**src/rtl/fb_write_arbiter.sv**
```systemverilog
// fb_write_arbiter: round-robin frame-buffer write arbiter with (x,y)->address mapping and vsync buffer flip.
// Optional build macro FB_ARB_STATS_EN adds drop_cnt, a saturating count of off-screen beats.
module fb_write_arbiter #(
    parameter int NUM_REQ   = 3,
    parameter int PIX_W     = 5,
    parameter int ADDR_W    = 19,
    parameter int H_RES     = 640,
    parameter int V_RES     = 480,
    parameter int MAX_BURST = 16
) (
    input  logic                     Clk,
    input  logic                     Reset,
    input  logic                     VS,
    input  logic [NUM_REQ-1:0]       req,
    input  logic [NUM_REQ*10-1:0]    wr_x,
    input  logic [NUM_REQ*10-1:0]    wr_y,
    input  logic [NUM_REQ*PIX_W-1:0] wr_pix,
    output logic [NUM_REQ-1:0]       gnt,
    output logic [NUM_REQ-1:0]       ack,
    output logic                     fb_we,
    output logic [ADDR_W-1:0]        fb_addr,
    output logic [PIX_W-1:0]         fb_data,
    output logic                     back_sel,
    output logic                     frame_start
`ifdef FB_ARB_STATS_EN
    ,
    output logic [15:0]              drop_cnt
`endif
);

    localparam int IDX_W = $clog2(NUM_REQ);
    localparam int CNT_W = $clog2(MAX_BURST + 1);

    typedef enum logic [1:0] {
        ST_IDLE  = 2'd0,
        ST_GRANT = 2'd1,
        ST_SWAP  = 2'd2
    } state_t;

    state_t               r_state;
    state_t               w_state_nxt;
    logic [NUM_REQ-1:0]   r_gnt;
    logic [NUM_REQ-1:0]   w_gnt_nxt;
    logic [IDX_W-1:0]     r_gnt_idx;
    logic [IDX_W-1:0]     w_gnt_idx_nxt;
    logic [IDX_W-1:0]     r_last_winner;
    logic [IDX_W-1:0]     w_last_nxt;
    logic [CNT_W-1:0]     r_beat_cnt;
    logic [CNT_W-1:0]     w_cnt_nxt;
    logic [CNT_W-1:0]     w_cnt_inc;
    logic                 r_swap_pend;
    logic                 w_swap_pend_nxt;
    logic                 w_swap_req;
    logic                 r_vs_meta;
    logic                 r_vs_sync;
    logic                 r_vs_prev;
    logic                 w_vs_fall;
    logic                 r_back_sel;
    logic                 w_back_sel_nxt;
    logic                 r_frame_start;
    logic                 w_frame_start_nxt;
    logic                 r_fb_we;
    logic [ADDR_W-1:0]    r_fb_addr;
    logic [PIX_W-1:0]     r_fb_data;
    logic [IDX_W-1:0]     w_win_idx;
    logic [IDX_W-1:0]     w_cand;
    logic [9:0]           w_sel_x;
    logic [9:0]           w_sel_y;
    logic [PIX_W-1:0]     w_sel_pix;
    logic                 w_onscreen;
    logic [ADDR_W-1:0]    w_addr;
    logic [NUM_REQ-1:0]   w_ack;
    logic                 w_ack_any;
    logic                 w_req_cur;

    // VS is asynchronous and active-low: two-flop synchroniser plus falling-edge history flop
    always_ff @(posedge Clk) begin
        if (Reset) begin
            r_vs_meta <= 1'b1;
            r_vs_sync <= 1'b1;
            r_vs_prev <= 1'b1;
        end else begin
            r_vs_meta <= VS;
            r_vs_sync <= r_vs_meta;
            r_vs_prev <= r_vs_sync;
        end
    end

    assign w_vs_fall  = r_vs_prev & ~r_vs_sync;
    assign w_swap_req = r_swap_pend | w_vs_fall;
    // Edges seen during the SWAP cycle belong to the flip being performed and are absorbed
    assign w_swap_pend_nxt = (r_state == ST_SWAP) ? 1'b0 : w_swap_req;

    assign w_ack     = (r_state == ST_GRANT) ? (r_gnt & req) : {NUM_REQ{1'b0}};
    assign w_ack_any = |w_ack;
    assign w_req_cur = req[r_gnt_idx];
    assign w_cnt_inc = w_ack_any ? (r_beat_cnt + CNT_W'(1)) : r_beat_cnt;

    // Round-robin winner: lowest offset above last_winner with an active request (scan runs high to low)
    always_comb begin
        w_win_idx = r_last_winner;
        w_cand    = r_last_winner;
        for (int k = NUM_REQ; k >= 1; k--) begin
            w_cand    = IDX_W'((int'(r_last_winner) + k) % NUM_REQ);
            w_win_idx = req[w_cand] ? w_cand : w_win_idx;
        end
    end

    // Beat mux for the currently granted requester
    always_comb begin
        w_sel_x   = 10'd0;
        w_sel_y   = 10'd0;
        w_sel_pix = {PIX_W{1'b0}};
        for (int k = 0; k < NUM_REQ; k++) begin
            w_sel_x   = (r_gnt_idx == IDX_W'(k)) ? wr_x[10*k +: 10]         : w_sel_x;
            w_sel_y   = (r_gnt_idx == IDX_W'(k)) ? wr_y[10*k +: 10]         : w_sel_y;
            w_sel_pix = (r_gnt_idx == IDX_W'(k)) ? wr_pix[PIX_W*k +: PIX_W] : w_sel_pix;
        end
    end

    assign w_onscreen = (int'(w_sel_x) < H_RES) && (int'(w_sel_y) < V_RES);
    assign w_addr     = ADDR_W'(w_sel_y) * ADDR_W'(H_RES) + ADDR_W'(w_sel_x);

    // FSM state register
    always_ff @(posedge Clk) begin
        if (Reset) begin
            r_state <= ST_IDLE;
        end else begin
            r_state <= w_state_nxt;
        end
    end

    // FSM next-state and next values of the registered control outputs
    always_comb begin
        w_state_nxt       = r_state;
        w_gnt_nxt         = r_gnt;
        w_gnt_idx_nxt     = r_gnt_idx;
        w_last_nxt        = r_last_winner;
        w_cnt_nxt         = r_beat_cnt;
        w_back_sel_nxt    = r_back_sel;
        w_frame_start_nxt = 1'b0;
        case (r_state)
            ST_IDLE: begin
                if (w_swap_req) begin
                    w_state_nxt       = ST_SWAP;
                    w_back_sel_nxt    = ~r_back_sel;
                    w_frame_start_nxt = 1'b1;
                end else if (|req) begin
                    w_state_nxt   = ST_GRANT;
                    w_gnt_nxt     = {{(NUM_REQ-1){1'b0}}, 1'b1} << w_win_idx;
                    w_gnt_idx_nxt = w_win_idx;
                    w_cnt_nxt     = {CNT_W{1'b0}};
                end else begin
                    w_state_nxt = ST_IDLE;
                end
            end
            ST_GRANT: begin
                w_cnt_nxt = w_cnt_inc;
                // The beat acked in this cycle still completes; the grant drops on the next edge
                if (!w_req_cur || (w_cnt_inc == CNT_W'(MAX_BURST)) || w_swap_req) begin
                    w_state_nxt = ST_IDLE;
                    w_gnt_nxt   = {NUM_REQ{1'b0}};
                    w_last_nxt  = r_gnt_idx;
                end else begin
                    w_state_nxt = ST_GRANT;
                end
            end
            ST_SWAP: begin
                w_state_nxt = ST_IDLE;
            end
            default: begin
                w_state_nxt = ST_IDLE;
                w_gnt_nxt   = {NUM_REQ{1'b0}};
            end
        endcase
    end

    // Control registers driven by the FSM
    always_ff @(posedge Clk) begin
        if (Reset) begin
            r_gnt         <= {NUM_REQ{1'b0}};
            r_gnt_idx     <= {IDX_W{1'b0}};
            r_last_winner <= IDX_W'(NUM_REQ - 1);
            r_beat_cnt    <= {CNT_W{1'b0}};
            r_swap_pend   <= 1'b0;
            r_back_sel    <= 1'b0;
            r_frame_start <= 1'b0;
        end else begin
            r_gnt         <= w_gnt_nxt;
            r_gnt_idx     <= w_gnt_idx_nxt;
            r_last_winner <= w_last_nxt;
            r_beat_cnt    <= w_cnt_nxt;
            r_swap_pend   <= w_swap_pend_nxt;
            r_back_sel    <= w_back_sel_nxt;
            r_frame_start <= w_frame_start_nxt;
        end
    end

    // Write datapath: one-cycle latency, address and data hold while no write is issued
    always_ff @(posedge Clk) begin
        if (Reset) begin
            r_fb_we   <= 1'b0;
            r_fb_addr <= {ADDR_W{1'b0}};
            r_fb_data <= {PIX_W{1'b0}};
        end else if (w_ack_any && w_onscreen) begin
            r_fb_we   <= 1'b1;
            r_fb_addr <= w_addr;
            r_fb_data <= w_sel_pix;
        end else begin
            r_fb_we   <= 1'b0;
        end
    end

`ifdef FB_ARB_STATS_EN
    logic [15:0] r_drop_cnt;

    // Saturating off-screen beat counter, restarted each frame
    always_ff @(posedge Clk) begin
        if (Reset) begin
            r_drop_cnt <= 16'd0;
        end else if (r_state == ST_SWAP) begin
            r_drop_cnt <= 16'd0;
        end else if (w_ack_any && !w_onscreen && (r_drop_cnt != 16'hFFFF)) begin
            r_drop_cnt <= r_drop_cnt + 16'd1;
        end else begin
            r_drop_cnt <= r_drop_cnt;
        end
    end

    assign drop_cnt = r_drop_cnt;
`endif

    assign gnt         = r_gnt;
    assign ack         = w_ack;
    assign fb_we       = r_fb_we;
    assign fb_addr     = r_fb_addr;
    assign fb_data     = r_fb_data;
    assign back_sel    = r_back_sel;
    assign frame_start = r_frame_start;

endmodule
```
**config.mk**
```make
export PLATFORM = sky130hd
export DESIGN_NAME = fb_write_arbiter
export DESIGN_NICKNAME = d
export VERILOG_FILES = /design/src/rtl/fb_write_arbiter.sv
export SDC_FILE = /design/constraint.sdc
export NUM_CORES = 1
export LEC_CHECK = 0
export CAP_MARGIN = 5
export CORE_ASPECT_RATIO = 1.75
export CORE_MARGIN = 1.5
export CORE_UTILIZATION = 30
export CTS_CLUSTER_SIZE = 24
export DETAILED_ROUTE_END_ITERATION = 8
export PLACE_DENSITY = 0.54
export RECOVER_POWER = 25
export SLEW_MARGIN = 10
export SYNTH_ARGS = -nofsm -noshare
export SYNTH_HDL_FRONTEND = slang
export SYNTH_SLANG_ARGS = --single-unit
export TNS_END_PERCENT = 1
```
**constraint.sdc**
```tcl
create_clock -name Clk -period 6 [get_ports Clk]
set_clock_uncertainty 0.05 [all_clocks]
set_input_delay 0.9 -clock Clk [delete_from_list [all_inputs] [get_ports Clk]]
set_output_delay 0.9 -clock Clk [all_outputs]
set_load 0.005 [all_outputs]
```
==> results of run 1 <==
cell families after synthesis:
family,Yosys count,share of synthesized area
DFF,45,0.273
AOI/OAI and AO/OA,92,0.181
buffers and inverters,34,0.0535
adders and majority gates,22,0.0880
xor gates and xnor gates,18,0.0478
and+or+nand+nor,136,0.200
muxes,51,0.156
critical path: stages:
cell and delay (ns):
clkdlybuf4s50_1 0.45, mux2i_1 0.06, o21ai_0 0.45, ha_1 0.34
ha_1 0.24, fa_1 0.42, a211oi_1 0.37, o21bai_1 0.13
a21oi_1 0.26, xor2_1 0.16, or4_1 0.55, a311oi_1 0.25
power groups by stage:
| stage | clock (mW) | sequential [mW] | combinational (mW) |
|---|---|---|---|
| 2_1_floorplan | 0 | 0.326 | 0.405 |
| 3_3_place_gp | 0 | 0.337 | 0.557 |
| 3_5_place_dp | 0 | 0.338 | 0.560 |
| 4_1_cts | 0.322 | 0.332 | 0.564 |
| 5_1_grt | 0.336 | 0.334 | 0.623 |
| 6_report | 0.314 | 0.331 | 0.556 |
worst max-delay path by stage:
stage / startpoint / end / slack [ns] / cells after the start
after floorplan: r_gnt_idx[1]$_SDFFE_PP0P_ / fb_addr[17]$_SDFFE_PP0P_ / 1.65 / 14
after global placement: wr_y[21] / fb_addr[17]$_SDFFE_PP0P_ / 1.29 / 12
after detailed placement: wr_y[21] / fb_addr[17]$_SDFFE_PP0P_ / 1.21 / 12
after CTS: r_gnt_idx[1]$_SDFFE_PP0P_ / fb_addr[17]$_SDFFE_PP0P_ / 1.50 / 12
after global routing: r_gnt_idx[1]$_SDFFE_PP0P_ / fb_addr[17]$_SDFFE_PP0P_ / 1.30 / 12
final: wr_y[21] / fb_addr[17]$_SDFFE_PP0P_ / 1.54 / 12
placed cells by master, fill, tap and decap left out, types with 11 or more instances in the layout:
cell type and count:
nand2_1 35, a21oi_1 16, o21ai_0 34, mux2i_1 49
ha_1 20, xor2_1 11, dfxtp_1 44, dlygate4sd3_1 13
clkdlybuf4s50_1 100, nor2b_1 12, nor2_1 44
state kept, by name, summed over array words and instances (netlist names):
signal,count
r_last_winner,2
fb_we,1
r_swap_pend,1
r_vs_prev,1
r_beat_cnt,5
frame_start,1
r_vs_sync,1
gnt,3
r_state,2
back_sel,1
r_vs_meta,1
fb_addr,19
fb_data,5
r_gnt_idx,2
layout make-up:
class / count / area (um^2) / share of cell area
clock inverters: 2 / 38.8 / 0.00833
repair buffers: 118 / 1160 / 0.250
inverters: 10 / 37.5 / 0.00806
well taps: 130 / 163 / 0.0349
flip-flops and latches: 45 / 902 / 0.194
clock buffers: 6 / 129 / 0.0277
multi-input cells: 319 / 2220 / 0.477
per-layer routing:
metal  GRT usage  vias to the layer above  wire length [um]
li1            -                     1628                 -
met1       0.164                     1513              3310
met2       0.322                       84              5450
met3      0.0264                       16               351
met4      0.0562                        0               213
met5           0                        -                 0
==> results.sh, run 1 <==
export IMPL_route_detailed_wl_per_inst_um=14.8
export IMPL_synth_ff_type="dfxtp_1"
export IMPL_groute_usage_overall=0.164
export IMPL_max_freq_mhz=224
export IMPL_dpl_cell_count=622
export IMPL_p_sw_frac=0.361
export IMPL_synth_cell_types=56
export IMPL_arrival_ns=4.58
export IMPL_grt_pass1_vias=3129
export IMPL_slew_headroom=-0.375
export IMPL_cp_max_fo=4
export IMPL_drive_above_1_share=0.0440
export IMPL_core_area_mm2=0.0107
export IMPL_yosys_warnings=0
export IMPL_drtIter0Drc=140
export IMPL_reg2reg_depth=12
export IMPL_post_cts_setup_buffer_count=0
export IMPL_clk_pin_slew_ns=0.06
export IMPL_hold_depth=1
export IMPL_drc=0
export IMPL_intPower_mw=0.767
export IMPL_grt_pass1_wl_mm=14.7
export IMPL_synth_edf_count=0
export IMPL_regToRegStartpoint="r_gnt_idx[1]$_SDFFE_PP0P_"
export IMPL_stdcell_count=630
export IMPL_timing_hold_violations_final=0
export IMPL_p_per_area_mw_per_mm2=258
export IMPL_start_util=0.308
export IMPL_rsz0062_at_grt="no"
export IMPL_clock_path_buffers=2
export IMPL_grt_antenna_before_repair=0
export IMPL_area_growth_pct=41.2
export IMPL_dr_pass1_iters=4
export IMPL_synth_area_leaders="dfxtp_1 27%, mux2i_1 15%, ha_1 7.6%, o21ai_0 5.2%, nor2_1 5.0%"
export IMPL_avgSynthCellArea_um2=8.29
export IMPL_synth_most_common_cell="mux2i_1"
export IMPL_fillCellCount=1125
export IMPL_htreeDepth=2
export IMPL_final_util=0.435
export IMPL_clock_root_buffer="clkbuf_16"
export IMPL_status="finished, violations left"
export IMPL_synthArstFlopShare=0
export IMPL_maxCapViolations=1
export IMPL_criticalPathCategory="in2reg"
export IMPL_clk_latency_ns=0.29
export IMPL_antenna_diode_count=0
export IMPL_power_switching_mw=0.434
export IMPL_rrSetupSlack_ns=1.56
export IMPL_combPwrFrac=0.463
export IMPL_layout_setup_ws_ns=1.54
export IMPL_wl_mm=9.32
export IMPL_required_ns=6.12
export IMPL_overflow=0
export IMPL_seqPwrFrac=0.276
export IMPL_synth_area_mm2=0.00330
export IMPL_finalWeightedCongestion=0.785
export IMPL_fin_tns_setup_ns=0
export IMPL_die_x_um=82.3
export IMPL_place_ws_ns=1.21
export IMPL_pwr_share_clk=0.261
export IMPL_holdWs_ns=0.360
export IMPL_cts_buffers_inserted=5
export IMPL_tightest_slew_ns=2.06
export IMPL_drv_slew=46
export IMPL_min_period_ns=4.46
export IMPL_reg2reg_to="fb_addr[17]$_SDFFE_PP0P_"
export IMPL_fin_crit_sh=0.743
export IMPL_antenna_left=0
export IMPL_clkSinkCount=45
export IMPL_synth_fp_nets=501
export IMPL_cts_hold_fix_buffers=0
export IMPL_cp_end_kind="flip-flop"
export IMPL_placed_area_mm2=0.00449
export IMPL_tritoncts="built"
export IMPL_synth_seq_cells=45
export IMPL_cts_resized=0
export IMPL_dp_hpwl_mm=7.43
export IMPL_syn_inst=398
export IMPL_setup_viol=0
export IMPL_via_count=3241
export IMPL_grt_max_degree=46
export IMPL_io_pins=114
export IMPL_port_buffers=113
export IMPL_ir_worst_vdd_mv=0.136
export IMPL_yosys_area_top_type_share=0.273
export IMPL_synthTopCellsByCount="49 x mux2i_1, 45 x dfxtp_1, 44 x nor2_1, 35 x nand2_1, 34 x o21ai_0"
export IMPL_die_area_mm2=0.0117
export IMPL_cp_start_kind="primary input"
export IMPL_min_delay_start="r_vs_meta$_SDFF_PP1_"
export IMPL_hold_end="r_vs_sync$_SDFF_PP1_"
export IMPL_avgViaCountPerCell=5.14
export IMPL_die_h_um=142
export IMPL_stdcell_area_mm2=0.00466
export IMPL_power_total_mw=1.20
export IMPL_power_leakage_nw=1.88
export IMPL_hold_class="reg2reg"
export IMPL_violations="max-capacitance violations, max-slew violations"
export IMPL_num_rows=50
export IMPL_nets=602
export IMPL_synth_top_cell_by_area="dfxtp_1"
export IMPL_synth_seq_area_share=0.273
Power figures use the tool's default switching activity.
==> run 2: changes to the inputs <==
==> constraint.sdc (replaced) <==
create_clock -name Clk -period 4.55 [get_ports Clk]
set_clock_uncertainty 0.05 [all_clocks]
set_input_delay 0.6825 -clock Clk [delete_from_list [all_inputs] [get_ports Clk]]
set_output_delay 0.6825 -clock Clk [all_outputs]
set_load 0.005 [all_outputs]
==> run 2 against run 1 <==
The run now ends clean; hold slack worse by 0.00083 ns; power is 34% higher; critical path depth stayed put; routed wire length is 3.4% higher; clock power is 33% higher; final cell count is 0.63% higher; largest power group unchanged; highest routed layer unchanged.
==> results.sh, run 2 (same netlist as run 1, synthesis figures left out) <==
export IMPL_status="finished, final reports clean"
export IMPL_grt_pass1_wl_mm=15.4
export IMPL_fin_tns_setup_ns=0
export IMPL_post_cts_setup_buffer_count=0
export IMPL_reg2reg_depth=12
export IMPL_stdcell_count=634
export IMPL_clk_latency_ns=0.29
export IMPL_grt_pass1_vias=3206
export IMPL_power_leakage_nw=1.93
export IMPL_clock_path_buffers=2
export IMPL_ir_worst_vdd_mv=0.170
export IMPL_max_freq_mhz=245
export IMPL_route_detailed_wl_per_inst_um=15.2
export IMPL_criticalPathCategory="reg2reg"
export IMPL_port_buffers=113
export IMPL_cts_hold_fix_buffers=0
export IMPL_overflow=0
export IMPL_hold_depth=1
export IMPL_dr_pass1_iters=4
export IMPL_hold_class="reg2reg"
export IMPL_cp_end_kind="flip-flop"
export IMPL_finalWeightedCongestion=0.826
export IMPL_num_rows=50
export IMPL_drtIter0Drc=90
export IMPL_rrSetupSlack_ns=0.46
export IMPL_grt_antenna_before_repair=0
export IMPL_grt_max_degree=31
export IMPL_htreeDepth=2
export IMPL_slowest_delay_ns=0.52
export IMPL_clkSinkCount=45
export IMPL_start_util=0.308
export IMPL_groute_usage_overall=0.172
export IMPL_min_period_ns=4.09
export IMPL_avgViaCountPerCell=5.12
export IMPL_timing_hold_violations_final=0
export IMPL_slew_headroom=0.222
export IMPL_clk_pin_slew_ns=0.06
export IMPL_core_area_mm2=0.0107
export IMPL_wl_mm=9.64
export IMPL_cp_max_fo=16
export IMPL_crit_chain="nor2b_2, nand2_1, o21ai_0, ha_1, ha_1, fa_1, a211oi_1, nor2_1, xor2_1, nand3_1, or4_1, a311oi_1"
export IMPL_crit_slowest_cell="nor2b_2"
export IMPL_io_pins=114
export IMPL_arrival_ns=4.24
export IMPL_cts_buffers_inserted=5
export IMPL_largest_reg_flops=19
export IMPL_setup_viol=0
export IMPL_drc=0
export IMPL_rsz0062_at_grt="no"
export IMPL_tightest_slew_ns=1.16
export IMPL_dp_hpwl_mm=7.86
export IMPL_crit_top_cell="ha_1"
export IMPL_tritoncts="built"
export IMPL_via_count=3245
export IMPL_dpl_cell_count=626
export IMPL_cp_start_kind="flip-flop"
export IMPL_clock_root_buffer="clkbuf_16"
export IMPL_cts_resized=0
export IMPL_drive_above_1_share=0.0536
export IMPL_antenna_left=0
export IMPL_final_cell_mix="94 x clkdlybuf4s50_1, 49 x mux2i_1, 44 x nor2_1, 44 x dfxtp_1, 35 x nand2_1"
export IMPL_maxCapViolations=0
export IMPL_die_x_um=82.3
export IMPL_antenna_diode_count=0
export IMPL_required_ns=4.70
export IMPL_area_growth_pct=42.3
export IMPL_drv_slew=0
export IMPL_nets=606
export IMPL_die_area_mm2=0.0117
export IMPL_die_h_um=142
export IMPL_fin_crit_sh=0.899
export IMPL_final_common_cell="clkdlybuf4s50_1"
export IMPL_p_per_area_mw_per_mm2=343
[run 2: cell types whose count changed in the layout (fill, tap and decap cells not counted), sizes merged]
cell	previous run	this run
buf	4	9
clkbuf	7	6
dlygate4sd3	13	19
clkdlybuf4s50	100	94
[run 2: where the power goes]
part	switching (mW)	internal (mW)
Combinational	0.402	0.356
Sequential	0.0255	0.411
Clock	0.156	0.260
[run 2: metrics by stage]
| stage | hold slack (ns) | setup WS (ns) | power [mW] | cell area (um^2) | util |
|---|---|---|---|---|---|
| finish | 0.359 | 0.460 | 1.61 | 4690 | 0.439 |
| CTS | 0.359 | 0.454 | 1.63 | 4690 | 0.439 |
| floorplan | 0.339 | 0.202 | 0.964 | 3300 | - |
| detailed placement | 0.344 | 0.199 | 1.21 | 4520 | 0.423 |
| global placement | 0.345 | 0.314 | 1.20 | 4520 | 0.423 |
| global route | 0.375 | 0.207 | 1.72 | 4690 | 0.439 |
[run 2: worst max-delay path: cells and delay by family, from the launching register on]
kind	cells	cell delay, ns
XOR/XNOR	1	0.29
flip-flops	1	0.47
AND/OR/NAND/NOR	5	1.40
AO/OA/AOI/OAI	3	0.80
adder cells (fa/ha/maj)	3	0.98
[run 2: worst paths after layout]
path                                           startpoint                  endpoint
worst max-delay path            r_gnt_idx[1]$_SDFFE_PP0P_  fb_addr[17]$_SDFFE_PP0P_
worst min-delay path                 r_vs_meta$_SDFF_PP1_      r_vs_sync$_SDFF_PP1_
worst max register to register  r_gnt_idx[1]$_SDFFE_PP0P_  fb_addr[17]$_SDFFE_PP0P_
worst min register to register       r_vs_meta$_SDFF_PP1_      r_vs_sync$_SDFF_PP1_
[run 2: layout make-up]
class                           instances  area [um^2]
Clock buffer                            6          129
Clock inverter                          2         38.8
Fill cell                            1105         6010
Inverter                               10         37.5
Multi-Input combinational cell        319         2220
Sequential cell                        45          902
Tap cell                              130          163
Timing Repair Buffer                  122         1200
[run 2: layer usage]
layer / GRT usage / vias up / share of wire
li1: - / 1644 / -
met5: 0 / - / 0
met3: 0.0251 / 20 / 0.037
met4: 0.0767 / 0 / 0.032
met1: 0.168 / 1485 / 0.35
met2: 0.337 / 96 / 0.58
